--- config.mk ---
export PLATFORM = sky130hd
export DESIGN_NAME = clk_gen
export DESIGN_NICKNAME = d
export VERILOG_FILES = /design/src/rtl/clk_pkg.sv /design/src/rtl/clk_div_ch.sv /design/src/rtl/clk_gen.sv
export SDC_FILE = /design/constraint.sdc
export NUM_CORES = 1
export LEC_CHECK = 0
export CAP_MARGIN = 20
export CORE_MARGIN = 5
export CORE_UTILIZATION = 45
export DETAILED_ROUTE_END_ITERATION = 12
export GPL_ROUTABILITY_DRIVEN = 0
export MAX_ROUTING_LAYER = met4
export PLACE_DENSITY = 0.67
export SLEW_MARGIN = 20
export SYNTH_ARGS = -nofsm -noshare
export SYNTH_HDL_FRONTEND = slang
export SYNTH_SLANG_ARGS = --single-unit
--- constraint.sdc ---
create_clock -name clk_board -period 1.7 [get_ports clk_board]
set_input_delay 0.255 -clock clk_board [delete_from_list [all_inputs] [get_ports clk_board]]
set_output_delay 0.255 -clock clk_board [all_outputs]
set_load 0.03 [all_outputs]
--- src/rtl/clk_pkg.sv ---
// Shared definitions for the multi-channel clock divider.
package clk_pkg;

  localparam int unsigned CNT_W_DEF = 32;
  localparam int unsigned NCH_MAX   = 8;
  localparam int unsigned CFG_CH_W  = 3;

  typedef enum logic [1:0] {
    RUN  = 2'd0,
    HELD = 2'd1,
    STEP = 2'd2
  } ch_state_e;

endpackage

--- src/rtl/clk_div_ch.sv ---
// One divided-clock channel: half-period counter, toggle output and run/hold/step control.
module clk_div_ch
  import clk_pkg::*;
#(
  parameter int unsigned      CNT_W     = CNT_W_DEF,
  parameter logic [CNT_W-1:0] HALF_INIT = '0
) (
  input  logic             clk_board,
  input  logic             rst,
  input  logic             stop,
  input  logic             step,
  input  logic             sync,
  input  logic             cfg_wr,
  input  logic [CNT_W-1:0] cfg_half,
  output logic             clk_out,
  output logic             tick,
  output logic             step_busy
);

  ch_state_e        state;
  logic [CNT_W-1:0] cnt;
  logic [CNT_W-1:0] half;
  logic             counting;
  logic             term;

  // A config write restarts the half-period, so it swallows a coincident terminal count.
  assign counting = (state == STEP) || ((state == RUN) && !stop);
  assign term     = counting && !cfg_wr && (cnt == half);

  always_ff @(posedge clk_board) begin
    if (rst) begin
      state     <= RUN;
      cnt       <= '0;
      half      <= HALF_INIT;
      clk_out   <= 1'b0;
      tick      <= 1'b0;
      step_busy <= 1'b0;
    end else begin
      if (cfg_wr) half <= cfg_half;

      if (sync) begin
        // Phase realignment only; control state is left alone.
        cnt     <= '0;
        clk_out <= 1'b0;
        tick    <= 1'b0;
      end else begin
        tick <= term && !clk_out;

        if (term) begin
          cnt     <= '0;
          clk_out <= !clk_out;
        end else if (cfg_wr) begin
          cnt <= '0;
        end else if (counting) begin
          cnt <= cnt + CNT_W'(1);
        end

        case (state)
          RUN: begin
            if (stop) state <= HELD;
          end
          HELD: begin
            if (!stop) begin
              state <= RUN;
            end else if (step) begin
              state     <= STEP;
              step_busy <= 1'b1;
            end
          end
          STEP: begin
            // Releasing stop mid-step resumes free running; otherwise the falling edge ends the step.
            if (!stop) begin
              state     <= RUN;
              step_busy <= 1'b0;
            end else if (term && clk_out) begin
              state     <= HELD;
              step_busy <= 1'b0;
            end
          end
          default: begin
            state     <= RUN;
            step_busy <= 1'b0;
          end
        endcase
      end
    end
  end

endmodule

--- src/rtl/clk_gen.sv ---
// Bank of independent clock-divider channels sharing one config port and a global sync.
module clk_gen
  import clk_pkg::*;
#(
  parameter int unsigned            NCH      = 2,
  parameter int unsigned            CNT_W    = CNT_W_DEF,
  parameter logic [NCH*CNT_W-1:0]   DIV_INIT = {32'd49999, 32'd2499999}
) (
  input  logic                clk_board,
  input  logic                rst,
  input  logic [NCH-1:0]      stop,
  input  logic [NCH-1:0]      step,
  input  logic                sync,
  input  logic                cfg_we,
  input  logic [CFG_CH_W-1:0] cfg_ch,
  input  logic [CNT_W-1:0]    cfg_half,
  output logic [NCH-1:0]      clk_out,
  output logic [NCH-1:0]      tick,
  output logic [NCH-1:0]      step_busy
);

  logic [NCH-1:0] cfg_wr_c;

  for (genvar c = 0; c < int'(NCH); c++) begin : g_ch
    // Out-of-range channel numbers never match any instance and are dropped.
    assign cfg_wr_c[c] = cfg_we && (cfg_ch == CFG_CH_W'(c));

    clk_div_ch #(
      .CNT_W     (CNT_W),
      .HALF_INIT (DIV_INIT[c*CNT_W +: CNT_W])
    ) u_ch (
      .clk_board (clk_board),
      .rst       (rst),
      .stop      (stop[c]),
      .step      (step[c]),
      .sync      (sync),
      .cfg_wr    (cfg_wr_c[c]),
      .cfg_half  (cfg_half),
      .clk_out   (clk_out[c]),
      .tick      (tick[c]),
      .step_busy (step_busy[c])
    );
  end

endmodule

# Word level (Yosys, flattened, before mapping)
# Index checks and enable logic that the tools add are counted.
[classes]
n_eq_ne = 17
n_reduce_logical = 30
bitwise_logic = 3
n_mux = 22
add_sub_neg = 2
[op_table]
columns = ["cell", "n"]
rows = [
  ["32-bit by 1-bit adder with 32-bit output (second input constant)", 2],
  ["32-bit equality test", 2],
  ["2-bit two-way mux", 10],
  ["1-bit logical AND", 12],
  ["2-bit != test (second input constant)", 6],
  ["3-bit != test (second input constant)", 4],
  ["2-bit one-hot mux with 3 select lines", 2],
  ["5-bit AND reduction", 2],
  ["1-bit two-way mux", 8],
  ["4-bit AND reduction", 2],
  ["4-bit OR reduction", 2],
  ["1-bit logical NOT", 6],
  ["1-bit one-hot mux with 3 select lines", 2],
  ["2-bit by 1-bit equality test with 1-bit output (second input constant)", 2],
  ["2-bit equality test (second input constant)", 2],
  ["2-bit logical NOT", 2],
  ["3-bit by 1-bit equality test with 1-bit output (second input constant)", 1],
  ["3-bit logical NOT", 1],
  ["1-bit NOT", 3],
  ["1-bit logical OR", 2],
  ["2-bit OR reduction", 1],
]
[word_totals]
in_bits = 43
register_bits = 138
output_inout_bits = 6

# Logic depth before layout (Yosys ltp)
[logic_depth]
depth_word = 9
ltp_mapped = 9
mapped_depth_nobuf = 7

# Modules after synthesis
# A second synthesis with hierarchy kept.
[unflattened]
hier_cells = 693
area_unflattened_um2 = 6548.8
[modules_own_cells]
columns = ["mod", "n_inst", "area_per_inst_um2", "cells_each"]
rows = [
  ["clk_div_ch (g_ch[1].u_ch)", 1, 3383.2, 359],
  ["clk_div_ch (g_ch[0].u_ch)", 1, 3138.0, 332],
  ["clk_gen", 1, 27.5, 2],
]

# Worst setup path before layout
# OpenSTA, ideal clock, no wires.
[synth_path]
kind = "register to register"
startpoint = "register g_ch[0].u_ch.cnt[20]"
endpoint = "register g_ch[0].u_ch.cnt[6]"
setup_slack_ns = -0.124
path_stages_with_launch = 9
arrival_time_ns = 1.709
path_buffers = 2
synth_period_minus_slack_ns = 1.824
setup_ns = 0.115
path_cell_list = "dfxtp_1 > xor2_1 > nor4_2 > nand4_1 > nor4_4 > or3_1 > buf_6 > buf_6 > nor2_1"
[synth_via]
elab_chain_cells = 3
[synth_rtl]
columns = ["element", "line_no", "source"]
rows = [
  ["from (decl)", "clk_div_ch.sv:21", "logic [CNT_W-1:0] cnt;"],
  ["from (signal assigned)", "clk_div_ch.sv:55", "cnt <= cnt + CNT_W'(1);"],
  ["32-bit equality test", "clk_div_ch.sv:28", "assign term = counting && !cfg_wr && (cnt == half);"],
  ["1-bit logical AND", "clk_div_ch.sv:28", ""],
  ["4-bit OR reduction (no line)", "-", ""],
]
# No other way between the ends.
# A chain may end at the register's enable or synchronous reset.

# Final worst setup path
[layout_path]
startpoint = "register g_ch[1].u_ch.cnt[23]"
endpoint = "register g_ch[1].u_ch.cnt[25]"
[layout_via]
elab_chain_cells = 3
[layout_rtl]
columns = ["element", "line_no"]
rows = [
  ["from (decl)", "clk_div_ch.sv:21"],
  ["from (signal assigned)", "clk_div_ch.sv:55"],
  ["branches (longest 3 deep; another with 32-bit by 1-bit adder with 32-bit output)", "-"],
]
# Parallel ways; which one is timed is not known.

==> results_dict.tcl <==
set metrics [dict create \
    cts-root-buf "clkbuf_16" \
    power_frac_seq 0.432 \
    wl_mm 17.7 \
    failed_checks "negative setup slack" \
    die-area_um2 16500 \
    power_uw 7680 \
    path_class "reg -> reg" \
    grt_max_degree 43 \
    vias_per_cell 5.25 \
    antenna_cells 0 \
    yosysSeqAreaShare 0.438 \
    synth_top_area_share 0.438 \
    insertion_delay_ns 0.42 \
    dp.cells 1041 \
    antenna_found_initial 0 \
    port_buffers 48 \
    skew_ns 0.00551 \
    timing.final.ws_setup_ns -0.249 \
    antenna_left 0 \
    cts_hold_buf 0 \
    fin_nets 935 \
    overflow 0 \
    finalCritPeriodShare 1.15 \
    avgSynthCellArea_um2 8.40 \
    initial_core_util 0.456 \
    fin_crit_ns 1.95 \
    vias 5683 \
    arrival_ns 2.25 \
    drcViolationCount 0 \
    synth_compound_area_frac 0.0550 \
    fp.coreArea_um2 13800 \
    grt_usage 0.222 \
    yosys_warnings 0 \
    place_ws_ns -0.623 \
    hold_violations 0 \
    vdd_ir_drop_max_mv 0.650 \
    cts_tree "done" \
    power_density_nw_per_um2 872 \
    wl_per_cell_um 16.3 \
    slew-limit-headroom 0.708 \
    rsz0062_at_grt "true" \
    grt_pass1_wl_mm 28.2 \
    intPower_uw 6000 \
    ys_ff_latch 138 \
    grt_pass1_vias 5768 \
    synth_nets 795 \
    drv_slew 0 \
    dieWidth_um 128 \
    critPathRequiredTime_ns 2.00 \
    muxShareOfSynthArea 0 \
    clkPwrFrac 0.500 \
    leakagePower_uw 0.00358 \
    drt_iter0_markers 364 \
    ios 49 \
    synth_top_family_by_area "simple AND/OR/NAND/NOR gates" \
    end_kind "flop" \
    fin_cells 1083 \
    clk_path_buf_depth 2 \
    synth_cells 750 \
    drive_above_1_share 0.286 \
    ys_types 40 \
    cap_violations 0 \
    clock_sinks 138 \
    setup_viol 74 \
    start_kind "flop" \
    rows 43 \
    synthSimpleGateAreaFrac 0.282 \
    synth_xor_area_frac 0.178 \
    holdWs_ns 0.450 \
    outcome "finished with violations" \
    synth_largest_area_cell "dfxtp_1" \
    syn_to_final_growth_pct 39.8 \
    dr.pass1.iters 5 \
    synthAdderAreaFrac 0.00397 \
    swShare 0.218 \
    synth_area_um2 6300 \
    die_height_um 128 \
    htree_levels 4 \
    clk_pin_slew_worst_paths_ns 0.06 \
    worstPathMaxFanout 8 \
    p_comb_frac 0.068 \
    p_switching_uw 1680 \
    tightest_slew_ns 0.438 \
    fmax_mhz 513 \
    yosys-top-cells-area "dfxtp_1 (44%), xor2_1 (13%), nand2_1 (9.5%)" \
    cts-buffers-inserted 17 \
    dp_hpwl_mm 12.2 \
    hp-class "in -> reg" \
]
repair_timing:
action / in CTS / in global routing
hold endpoints to repair: 0 / 0
gates cloned: 3 / 2
resized for setup: 26 / 93
endpoints found under the setup margin: 76 / 76
pin swaps: 8 / 21
setup buffers: 5 / 1
power groups by stage:
stage	registers (uW)	clock network, uW	logic (uW)
3_3_place_gp	3390	0	422
4_1_cts	3320	3880	475
6_report	3320	3840	521
5_1_grt	3320	4030	557
3_5_place_dp	3390	0	430
2_1_floorplan	3380	0	212
metal layers:
layer | share of wire | global-route usage | up-vias
met5 | 0 | - | -
met4 | 0.026 | 0.0836 | 0
met3 | 0.051 | 0.0444 | 36
met2 | 0.47 | 0.349 | 160
met1 | 0.45 | 0.283 | 2738
li1 | - | - | 2749
kinds of logic (layout without fill, tap and decap cells):
kind of cell	Yosys count	count (layout)
compound gates	65	65
xor+xnor	128	128
fa+ha+maj	2	2
buf+inv	48	201
flops	138	138
simple gates	369	369
cells in the mapped netlist:
library cell / number
nand4_2: 2
and4_1: 6
nor4_1: 11
clkbuf_1: 23
and4bb_1: 1
clkinv_1: 1
or3_1: 4
o32ai_1: 1
a211o_1: 1
nand3b_1: 1
and3_1: 15
inv_1: 5
nand4_1: 15
o21ai_0: 8
a31oi_1: 2
a21oi_1: 50
nand3_1: 49
buf_6: 8
a31o_2: 1
a21o_1: 1
nor4b_4: 2
nor4_2: 1
nor4_4: 3
nor2b_1: 1
and2_1: 2
nand2_1: 160
ha_1: 2
nor3b_1: 3
buf_2: 2
nor3_2: 2
nor3_1: 7
nor2_1: 80
buf_4: 7
nor2b_2: 2
a21bo_2: 1
dfxtp_1: 138
clkbuf_2: 2
xor2_1: 95
nand2b_1: 2
xnor2_1: 33
cells in the final DEF, fill, tap and decap left out, drive strengths merged, types with 2 or more instances in the layout:
cell type      Yosys  final
dfxtp            138    138
dlygate4sd2        0      2
inv                5      5
nor3               9      9
clkinvlp           0      4
a31oi              2      2
bufinv             0      4
xor2              95     95
nand4             17     17
and2               2      2
nor2b              3      3
or3                4      4
a21oi             50     50
buf               17    113
nand3             49     49
nor4              15     15
ha                 2      2
nor2              80     80
clkinv             1      6
dlymetal6s2s       0      2
xnor2             33     33
nand2            160    160
o21ai              8      8
clkdlybuf4s50      0     44
nor3b              3      3
nand2b             2      2
and4               6      6
clkbuf            25     21
nor4b              2      2
and3              15     15
critical path: stages (launching register included):
cell and delay, ns:
dfxtp_4 0.36, xor2_2 0.17, nor4_2 0.35, buf_4 0.18, nand3_4 0.07, nor4_4 0.19
or3_4 0.27, clkbuf_16 0.20, nor2_2 0.04
metrics by stage:
stage / TNS, ns / util / cell area, um2
detailed placement: -40.28 / 0.550 / 7600
global placement: -34.25 / 0.550 / 7600
floorplan: -2.62 / - / 6340
global route: -21.75 / 0.637 / 8810
finish: -15.27 / 0.637 / 8810
CTS: -12.29 / 0.611 / 8440
final cells by class:
type | count | area [um2]
fill | 1101 | 5020
tap | 180 | 225
sequential | 138 | 2790
multi-input combinational | 564 | 3670
clock buffer | 19 | 443
timing repair buffer | 163 | 1480
inverter | 6 | 22.5
clock inverter | 13 | 175
registers in the layout (all words and copies together) (netlist names):
signal,flops
g_ch.u_ch.tick,2
g_ch.u_ch.half,64
g_ch.u_ch.cnt,64
g_ch.u_ch.state,4
g_ch.u_ch.step_busy,2
g_ch.u_ch.clk_out,2
path summary, 6_finish.rpt:
path / startpoint / endpoint / slack (ns) / depth (start not counted)
worst max-delay path: g_ch[1].u_ch.cnt[23]$_SDFFE_PP0P_ / g_ch[1].u_ch.cnt[25]$_SDFFE_PP0P_ / -0.25 / 8
worst min-delay path: cfg_half[27] / g_ch[1].u_ch.half[27]$_SDFFE_PP0P_ / 0.45 / 3
worst max register to register: g_ch[1].u_ch.cnt[23]$_SDFFE_PP0P_ / g_ch[1].u_ch.cnt[25]$_SDFFE_PP0P_ / -0.25 / 8
worst min register to register: g_ch[0].u_ch.half[30]$_SDFFE_PP0P_ / g_ch[0].u_ch.half[30]$_SDFFE_PP0P_ / 0.46 / 2
Power figures use the tool's default switching activity.
